[config.mk]
export PLATFORM = sky130hd
export DESIGN_NAME = ifu_fetch_ctrl
export DESIGN_NICKNAME = d
export VERILOG_FILES = /design/src/rtl/ifu_fetch_ctrl_pkg.sv /design/src/rtl/ifu_buf2.sv /design/src/rtl/ifu_fetch_ctrl.sv
export SDC_FILE = /design/constraint.sdc
export NUM_CORES = 1
export LEC_CHECK = 0
export CAP_MARGIN = 40
export CORE_ASPECT_RATIO = 1.4
export CORE_MARGIN = 2
export CORE_UTILIZATION = 40
export DETAILED_ROUTE_END_ITERATION = 8
export PLACE_DENSITY = 0.75
export SYNTH_ARGS = -nofsm -noshare
export SYNTH_HDL_FRONTEND = slang
export SYNTH_HIERARCHICAL = 1
export SYNTH_SLANG_ARGS = --single-unit
[constraint.sdc]
create_clock -name clk -period 14.2 [get_ports clk]
set_input_delay 3.55 -clock clk [delete_from_list [all_inputs] [get_ports clk]]
set_output_delay 3.55 -clock clk [all_outputs]
set_load 0.01 [all_outputs]
[src/rtl/ifu_fetch_ctrl_pkg.sv]
// Shared types and constants for the instruction-fetch controller and its buffer.
package ifu_fetch_ctrl_pkg;

  localparam int          INST_W       = 32;
  localparam int          BUF_DEPTH    = 2;
  localparam logic [31:0] PC_RESET_DEF = 32'h0000_3000;
  localparam logic [31:0] PC_INC       = 32'd4;

  typedef enum logic {
    ST_FETCH = 1'b0,
    ST_FAULT = 1'b1
  } ifu_state_e;

  typedef struct packed {
    logic [31:0]       pc;
    logic [INST_W-1:0] inst;
  } ibuf_entry_t;

  function automatic logic is_misaligned(input logic [31:0] pc);
    return pc[1:0] != 2'b00;
  endfunction

endpackage

[src/rtl/ifu_buf2.sv]
// Two-entry FIFO of {pc, inst} pairs; head is always the oldest entry.
module ifu_buf2
  import ifu_fetch_ctrl_pkg::*;
(
  input  logic        clk,
  input  logic        reset,
  input  logic        push,
  input  logic        pop,
  input  logic        flush,
  input  ibuf_entry_t din,
  output ibuf_entry_t head,
  output logic [1:0]  count
);

  ibuf_entry_t mem_q [BUF_DEPTH];
  logic        rd_ptr_q;
  logic        wr_ptr_q;
  logic [1:0]  count_q;

  assign head  = mem_q[rd_ptr_q];
  assign count = count_q;

  // Flush only rewinds pointers; stored words stay put so head remains stable.
  always_ff @(posedge clk or posedge reset) begin
    if (reset) begin
      for (int i = 0; i < BUF_DEPTH; i++) mem_q[i] <= '0;
      rd_ptr_q <= 1'b0;
      wr_ptr_q <= 1'b0;
      count_q  <= 2'd0;
    end else if (flush) begin
      rd_ptr_q <= 1'b0;
      wr_ptr_q <= 1'b0;
      count_q  <= 2'd0;
    end else begin
      if (push) begin
        mem_q[wr_ptr_q] <= din;
        wr_ptr_q        <= ~wr_ptr_q;
      end
      if (pop) rd_ptr_q <= ~rd_ptr_q;
      case ({push, pop})
        2'b10:   count_q <= count_q + 2'd1;
        2'b01:   count_q <= count_q - 2'd1;
        default: count_q <= count_q;
      endcase
    end
  end

endmodule

[src/rtl/ifu_fetch_ctrl.sv]
// Fetch controller: owns fetch PC, fills the 2-entry buffer from imem, handles redirects.
// state    | meaning
// ST_FETCH | fetching sequentially, redirects accepted
// ST_FAULT | misaligned redirect seen; frozen until reset
module ifu_fetch_ctrl
  import ifu_fetch_ctrl_pkg::*;
#(
  parameter logic [31:0] PC_RESET = PC_RESET_DEF
) (
  input  logic        clk,
  input  logic        reset,
  output logic [31:0] im_addr,
  input  logic [31:0] im_data,
  input  logic        redirect_valid,
  input  logic [31:0] redirect_pc,
  output logic        inst_valid,
  output logic [31:0] inst,
  output logic [31:0] inst_pc,
  input  logic        inst_ready,
  output logic        fault,
  output logic [31:0] fault_pc
);

  ifu_state_e  state_q;
  logic [31:0] fetch_pc_q, fetch_pc_d;
  logic        fault_q;
  logic [31:0] fault_pc_q;

  logic        redirect_act;
  logic        redirect_bad;
  logic        buf_push;
  logic        buf_pop;
  logic        buf_full;
  logic [1:0]  buf_count;
  ibuf_entry_t buf_din;
  ibuf_entry_t buf_head;

  assign redirect_act = redirect_valid & (state_q == ST_FETCH);
  assign redirect_bad = redirect_act & is_misaligned(redirect_pc);

  assign buf_full   = (buf_count == 2'(BUF_DEPTH));
  assign inst_valid = (buf_count != 2'd0) & ~redirect_valid & (state_q == ST_FETCH);
  assign buf_pop    = inst_valid & inst_ready;
  assign buf_push   = (state_q == ST_FETCH) & ~redirect_valid & (~buf_full | buf_pop);

  assign buf_din.pc   = fetch_pc_q;
  assign buf_din.inst = im_data;

  ifu_buf2 u_buf (
    .clk   (clk),
    .reset (reset),
    .push  (buf_push),
    .pop   (buf_pop),
    .flush (redirect_act),
    .din   (buf_din),
    .head  (buf_head),
    .count (buf_count)
  );

  // A misaligned target is never loaded, so im_addr keeps its last value in FAULT.
  always_comb begin
    fetch_pc_d = fetch_pc_q;
    if (redirect_act && !redirect_bad) fetch_pc_d = redirect_pc;
    else if (buf_push)                 fetch_pc_d = fetch_pc_q + PC_INC;
  end

  always_ff @(posedge clk or posedge reset) begin
    if (reset) begin
      state_q    <= ST_FETCH;
      fetch_pc_q <= PC_RESET;
      fault_q    <= 1'b0;
      fault_pc_q <= '0;
    end else begin
      fetch_pc_q <= fetch_pc_d;
      case (state_q)
        ST_FETCH: begin
          if (redirect_bad) begin
            state_q    <= ST_FAULT;
            fault_q    <= 1'b1;
            fault_pc_q <= redirect_pc;
          end
        end
        ST_FAULT: state_q <= ST_FAULT;
        default:  state_q <= ST_FETCH;
      endcase
    end
  end

  assign im_addr  = fetch_pc_q;
  assign inst     = buf_head.inst;
  assign inst_pc  = buf_head.pc;
  assign fault    = fault_q;
  assign fault_pc = fault_pc_q;

endmodule
==> impl_metrics.ini, run 1 <==
[status]
status = finished, final reports clean

[drt]
drt_iter0_drc = 291
drt_wl_total_um = 21900
routed_via_density = 5.17
wire_per_inst_um = 18.9
route.vias.total = 6009
route.detailed.drc = 0
drtPass1Iterations = 5
ant_nets = 0

[yosys]
synth_nets = 725
ys_seq_area_share_pct = 54.0
synthArstFlopShare_pct = 100
synth.cell_area_um2 = 9170
synth_cells = 656
yosysWarnings = 6
synthXorXnorAreaFrac_pct = 0.573
ys_seq_elements = 198
synth_compound_gate_area_share_pct = 4.60
synth-simple-area-share_pct = 7.26
synth-edff-count = 0
synth.area.mux_share_pct = 29.7
synth_cell_types = 53
syn_avg_cell_area_um2 = 14.0
synth_flop_cell = dfrtp_1
synth_fa_ha_area_share_pct = 0.136
synth_top_family_by_area = multiplexers

[cts]
post_cts_resized = 0
htreeDepth = 4
clk_pin_slew_ns = 0.07
holdBufCountCts = 0
clk_latency_ns = 0.44
post-cts-setup-buffers = 0
cts_sinks = 198
cts_tree = built
cts_root_buf = clkbuf_16
cts-buffers-inserted = 17
cts_buffer_depth = 2

[setup_path]
r2r_end = u_buf/mem_q[67]
timing.rr.start = u_buf/count[0]
rrSetupSlack_ns = 11.30
path_class = input port to primary output
timing.critical_path.from = redirect_valid
crit_fanout = 3
rr_worst_depth = 8
arrival_ns = 4.81
start_kind = input port
endpoint_kind = primary output
cp.required_ns = 10.65

[timing]
slew_violations = 0
final.setup_skew_ns = 0.00821
final.setup.tns_ns = 0
finalSetupViolCount = 0
finalCritPeriodShare_pct = 58.9
finalHoldViolCount = 0
slew_headroom_pct = 41.7
tightest_slew_ns = 0.874
fmax_ghz = 0.120
rsz0062_at_grt = false
fin_crit_ns = 8.36

[pwr]
p_per_area_nw_per_um2 = 206
irDropWorstVdd_mv = 0.0977
power_leakage_uw = 0.00511

[grt]
antenna_found_initial = 0
grt_remaining_overflow = 0
grt_use_total_pct = 18.7
grt_max_degree = 62
grt_pass1_vias = 6342
grt_first_pass_wirelength_um = 35300

[final_layout]
drive_gt1_share_pct = 30.8
syn2layout_area_growth_pct = 30.3
final_cells = 1162
diodes = 0
fin_nets = 917

[die]
dieArea_um2 = 24200
ios = 198
die_w_um = 132
core_um2 = 22500
row_count = 65
die_height_um = 183
start_util_pct = 40.7

[hold_path]
hp-start = fault
min_path_cells = 1
min_to = fault
hold_path_class = flop to flop

[run]
maxCapViolations = 0

[placement]
place_congestion = 0.778
dp_hpwl_um = 15100
numPortBuffers = 197
dp_cells = 1130
[layer usage]
metal	vias to the layer above	GRT usage, %	part of all wire (%)
met3	20	4.23	4.4
met1	3054	23.2	43
met2	165	32.3	51
met5	-	0	0
met4	0	5.70	1.6
li1	2770	-	-
[sequential cells by signal, indices dropped and copies added, names as in the netlist]
name            count
u_buf/mem_q       128
fault_pc           32
im_addr            32
u_buf/count         2
fault               1
state_q             1
u_buf/rd_ptr_q      1
u_buf/wr_ptr_q      1
[layout make-up]
cell class                 count  area (um^2)
timing repair buffer         209         2120
multi-input combinational    416         3890
inverter                       6         27.5
clock inverter                11          116
clock buffer                  21          460
tap                          301          377
sequential                   198         4960
fill                        1934        10600
[critical path, cell delays in order]
cell             delay [ns]
clkdlybuf4s50_1        0.44
nor3_1                 0.24
clkdlybuf4s50_1        0.58
[layout by cell type, fill, tap and decap left out, types with 3 or more instances in the layout]
cell | netlist | layout
nand2_1 | 43 | 43
dfrtp_1 | 196 | 195
clkbuf_16 | 0 | 17
a211o_1 | 3 | 3
inv_6 | 0 | 4
nand3_1 | 21 | 21
or4_1 | 4 | 4
o211ai_1 | 16 | 16
a221o_1 | 4 | 4
o21ai_1 | 10 | 10
and3_1 | 4 | 4
buf_4 | 2 | 8
xor2_1 | 4 | 4
nor2_1 | 16 | 16
buf_12 | 6 | 3
inv_1 | 5 | 3
nor3_1 | 9 | 9
clkdlybuf4s50_1 | 0 | 197
clkinv_4 | 0 | 3
mux2_4 | 60 | 60
and2_1 | 6 | 6
mux2_1 | 15 | 15
a22oi_1 | 7 | 7
mux2_2 | 147 | 147
o21ai_0 | 3 | 3
o311ai_1 | 5 | 5
clkinvlp_4 | 0 | 3
nand4_1 | 5 | 5
[worst max path at each step]
stage	end
final	inst_valid
after global placement	inst_valid
after global routing	inst_valid
after detailed placement	inst_valid
after floorplan	inst_valid
after CTS	inst_valid
[power by group]
| group | leakage [uW] | total, uW | internal [uW] | switching (uW) |
|---|---|---|---|---|
| Combinational | 0.00235 | 989 | 647 | 342 |
| Clock | 0.000273 | 479 | 255 | 224 |
| Sequential | 0.00249 | 994 | 808 | 185 |
[synthesized netlist by cell type (7+ instances only)]
| cell | n | area, um^2 |
|---|---|---|
| a22oi_1 | 7 | 52.6 |
| buf_2 | 13 | 65.1 |
| buf_6 | 8 | 90.1 |
| dfrtp_1 | 196 | 4900 |
| mux2_1 | 15 | 169 |
| mux2_2 | 147 | 1660 |
| mux2_4 | 60 | 901 |
| nand2_1 | 43 | 161 |
| nand3_1 | 21 | 105 |
| nor2_1 | 16 | 60.1 |
| nor3_1 | 9 | 45.0 |
| o211ai_1 | 16 | 120 |
| o21ai_1 | 10 | 50.1 |
[cell families after synthesis]
family	Yosys count
adder cells (fa/ha/maj)	1
XOR/XNOR	6
multiplexers	222
AO/OA/AOI/OAI	58
flip-flops	198
buffers and inverters	42
AND/OR/NAND/NOR	129
[stage by stage]
step           utilization (%)  total power (uW)  hold WS, ns  worst slack [ns]  cell area (um^2)
3_5_place_dp              50.5              2000        0.457              5.84             11400
2_1_floorplan                -              1490        0.474              6.77              9170
3_3_place_gp              50.1              1970        0.451              5.85             11300
5_1_grt                   53.1              2610        0.499              5.79             12000
4_1_cts                   53.1              2490        0.476              5.83             12000
6_report                  53.1              2460        0.469              5.84             12000
Power figures use the tool's default switching activity.
==> run 2, diff against run 1 <==
--- a/config.mk
+++ b/config.mk
@@ -10,7 +10,7 @@
 export CORE_MARGIN = 2
 export CORE_UTILIZATION = 40
 export DETAILED_ROUTE_END_ITERATION = 8
-export PLACE_DENSITY = 0.75
+export PLACE_DENSITY = 0.78
 export SYNTH_ARGS = -nofsm -noshare
 export SYNTH_HDL_FRONTEND = slang
 export SYNTH_HIERARCHICAL = 1
==> constraint.sdc (replaced) <==
create_clock -name clk -period 7.2 [get_ports clk]
set_input_delay 1.8 -clock clk [delete_from_list [all_inputs] [get_ports clk]]
set_output_delay 1.8 -clock clk [all_outputs]
set_load 0.01 [all_outputs]
==> run 2 against run 1 <==
Die area unchanged. Sequential cell count unchanged. Worst setup slack got worse by 3.5 ns. Count of clock-buffer cells in the layout decreased by 1. Global-route usage increased by 0.17 points. Critical endpoint unchanged. Via count increased by 0.82%. Final cell count decreased by 0.26%. Total power increased by 97%. Cell area decreased by 0.31%.
==> impl_metrics.ini, run 2 (synthesis results as in run 1) <==
[timing]
worst_slack_ns = 2.36
hold_ws_ns = 0.468
fin_crit_ns = 4.84
finalCritPeriodShare_pct = 67.2
final.setup.tns_ns = 0
finalHoldViolCount = 0
slew_violations = 0
finalSetupViolCount = 0
rsz0062_at_grt = false
fmax_ghz = 0.207
final.setup_skew_ns = 0.0132
tightest_slew_ns = 0.877
slew_headroom_pct = 41.5

[drt]
ant_nets = 0
drt_wl_total_um = 22200
route.detailed.drc = 0
route.vias.total = 6058
routed_via_density = 5.23
drt_iter0_drc = 263
wire_per_inst_um = 19.2
drtPass1Iterations = 5

[hold_path]
min_to = fault
hold_path_class = flop to flop
hp-start = fault
min_path_cells = 1

[cts]
cts-buffers-inserted = 17
post_cts_resized = 0
post-cts-setup-buffers = 0
clk_pin_slew_ns = 0.07
htreeDepth = 4
cts_root_buf = clkbuf_16
holdBufCountCts = 0
cts_tree = built
cts_buffer_depth = 2
clk_latency_ns = 0.44
cts_sinks = 198

[die]
die_w_um = 132
core_um2 = 22500
ios = 198
dieArea_um2 = 24200
row_count = 65
start_util_pct = 40.7
die_height_um = 183

[setup_path]
cp.required_ns = 5.40
start_kind = input port
path_class = input port to primary output
endpoint_kind = primary output
crit_fanout = 3
rrSetupSlack_ns = 4.02
rr_worst_depth = 6
timing.rr.start = u_buf/count[0]
cpPeakStageDelay_ns = 0.57
slowest_stage = clkdlybuf4s50_1
r2r_end = u_buf/mem_q[78]
path_cells = clkdlybuf4s50_1, nor3_1, clkdlybuf4s50_1
cp_common_cell = clkdlybuf4s50_1
arrival_ns = 3.04

[placement]
place_congestion = 0.791
post-place-ws_ns = 2.19
dp_hpwl_um = 15000
dp_cells = 1128
numPortBuffers = 197

[final_layout]
final_cell_mix = 197 x clkdlybuf4s50_1, 195 x dfrtp_1, 147 x mux2_2
fin_util_pct = 52.9
final_cells = 1159
layout_commonest_cell = clkdlybuf4s50_1
fin_nets = 915
regMostFlops = u_buf/mem_q
syn2layout_area_growth_pct = 29.9
drive_gt1_share_pct = 30.7
diodes = 0
largest_reg_flops = 128

[pwr]
power_leakage_uw = 0.00511
p_per_area_nw_per_um2 = 408
irDropWorstVdd_mv = 0.185

[grt]
grt_remaining_overflow = 0
grt_first_pass_wirelength_um = 35400
grt_pass1_vias = 6151
antenna_found_initial = 0
grt_max_degree = 70
grt_use_total_pct = 18.8

[status]
status = finished, final reports clean

[run]
maxCapViolations = 0
[run 2: area by class of cell]
cell class,count,area [um^2]
Fill cell,1925,10600
Sequential cell,198,4960
Multi-Input combinational cell,416,3890
Timing Repair Buffer,207,2080
Clock buffer,20,457
Tap cell,301,377
Clock inverter,11,125
Inverter,6,27.5
[run 2: how the worst max path moves through the flow]
stage | start | slack [ns] | to | cells after the start
finish | redirect_valid | 2.36 | inst_valid | 3
floorplan | reset | 1.87 | u_buf/count[0] | 1
CTS | redirect_valid | 2.35 | inst_valid | 3
global placement | inst_ready | 2.26 | u_buf/mem_q[67] | 7
detailed placement | inst_ready | 2.19 | u_buf/mem_q[68] | 7
global route | redirect_valid | 2.31 | inst_valid | 3
[run 2: report_power, final]
part           internal, uW  switching [uW]  leakage [uW]
clock network           530             418      0.000282
logic                  1270             678       0.00233
registers              1590             375       0.00249
total                  3390            1470       0.00511
[run 2: stage by stage]
step	power, uW	instance area, um^2
2_1_floorplan	2940	9170
3_3_place_gp	3880	11300
3_5_place_dp	3950	11300
4_1_cts	4920	11900
5_1_grt	5140	11900
6_report	4860	11900
[run 2: layer usage]
layer / GRT usage [%] / up-vias / share of wire [%]
li1: - / 2762 / -
met2: 32.0 / 184 / 51
met4: 5.52 / 0 / 1.3
met5: 0 / - / 0
met3: 4.17 / 19 / 5.0
met1: 24.1 / 3093 / 42
[run 2: worst max-delay path, delay by kind of cell]
kind	cells	cell delay, ns
buffers and inverters	2	1.01
AND/OR/NAND/NOR	1	0.23
==> variant, RTL diff (config.mk and constraints of run 2) <==
The package constant `BUF_DEPTH` goes from 2 to 4.
--- a/src/rtl/ifu_fetch_ctrl_pkg.sv
+++ b/src/rtl/ifu_fetch_ctrl_pkg.sv
@@ -2,7 +2,7 @@
 package ifu_fetch_ctrl_pkg;
 
   localparam int          INST_W       = 32;
-  localparam int          BUF_DEPTH    = 2;
+  localparam int          BUF_DEPTH    = 4;
   localparam logic [31:0] PC_RESET_DEF = 32'h0000_3000;
   localparam logic [31:0] PC_INC       = 32'd4;
 
Behaviour: not the same (a bounded check fails within 4 cycles, from zero or initial values and one cycle with reset high).
==> variant against run 2 <==
First-iteration DRC count fell by 22%; via count is 1.0% higher; total power increased by 4.3%; worst setup slack lost 0.44 ns; design area is 0.70% higher; sequential cell count did not move; core utilization is 0.37 points higher; largest cell class unchanged; clock skew rose by 0.0041 ns; final cell count up 0.95%; area after synthesis barely moved; wire length down 3.2%; synthesized cell count up 0.61%.
==> variant: results (changes against run 2) <==
* Final Non-Filler Cells at 1,170 (was 1,159)
* Drt pass-1 iters at 4 (was 5)
* Mux share of post-synthesis cell area at 29.9% (was 29.7%)
* Largest cells by area after synthesis: dfrtp_1, mux2_2, mux2_4 (unchanged)
* Tot GR Track Use at 18.2% (was 18.8%)
* Clk cell area share at 5.13% (was 4.88%)
* Hpwl dp at 14,600 um (was 15,000 um)
* Met3 usage at 4.59% (was 4.17%)
* Max incr delay on CP at 0.54 ns (was 0.57 ns)
* Skew final at 0.0173 ns (was 0.0132 ns)
* Layout Utilization at 53.3% (was 52.9%)
* Nets@finish at 925 (was 915)
* Buffer share of cell area at 17.5% (about the same)
* Dpl cells at 1,138 (was 1,128)
* Multi-input logic area at 0.00390 mm2 (was 0.00389 mm2)
* # clk buffers at 18 (was 20)
* Compound-Gate Fraction of Synth Area at 4.00% (was 4.60%)
* Fill cell count at 1,902 (was 1,925)
* Iter 0 DRT Violations at 204 (was 263)
* Status: completed (unchanged)
* Vias at 6,119 (was 6,058)
* DP Area at 0.0114 mm2 (was 0.0113 mm2)
* Actual slew at the worst max-slew pin at 0.852 ns (was 0.877 ns)
* Non-clk invs at 12 (was 6)
* Pre-CTS WS at 1.93 ns (was 2.19 ns)
* DRT Wirelength at 21,500 um (was 22,200 um)
* Post-synthesis sequential area ratio at 54.0% (about the same)
* Routability congestion estimate at 0.805 (was 0.791)
* LEAKAGE at 0.00529 uW (was 0.00511 uW)
* Layout cell share with drive strength beyond 1 at 32.8% (was 30.7%)
* Cells after Synth at 660 (was 656)
* Synth cell types at 46 (was 53)
* First-pass GRT wire length at 34,700 um (was 35,400 um)
* Synth cell count leaders: dfrtp_1, mux2_2, mux2_4, nand2_1, nand3_1 (unchanged)
* Non-clk bufs at 211 (was 207)
* Worst-path fanout max at 21 (was 3)
* Crit path arrival time at 3.48 ns (was 3.04 ns)
variant: worst paths after layout:
path	end	slack, ns	cells past startpoint
min in group asynchronous	fault_pc[25]$_DFFE_PP0P_	1.75	2
worst min register to register	fault$_DFFE_PP0P_	0.48	1
worst min-delay path	fault$_DFFE_PP0P_	0.48	1
worst max-delay path	inst_valid	1.92	5
worst max register to register	u_buf/mem_q[150]$_DFFE_PP0P_	4.69	9
max in group asynchronous	u_buf/mem_q[226]$_DFFE_PP0P_	4.05	3
variant: power breakdown:
| group | leakage [uW] | total [uW] | switching (uW) | internal [uW] |
|---|---|---|---|---|
| registers | 0.00255 | 1990 | 403 | 1590 |
| logic | 0.00244 | 2070 | 735 | 1340 |
| clock network | 0.000300 | 1010 | 450 | 558 |
| total | 0.00529 | 5070 | 1590 | 3480 |
variant: layer usage:
metal  share of wire, %  up-vias  routed length [um]
met1                 43     3108                9160
met5                  0        -                   0
met2                 49      195               10500
met4                3.1        0                 672
li1                   -     2777                   -
met3                5.3       39                1150
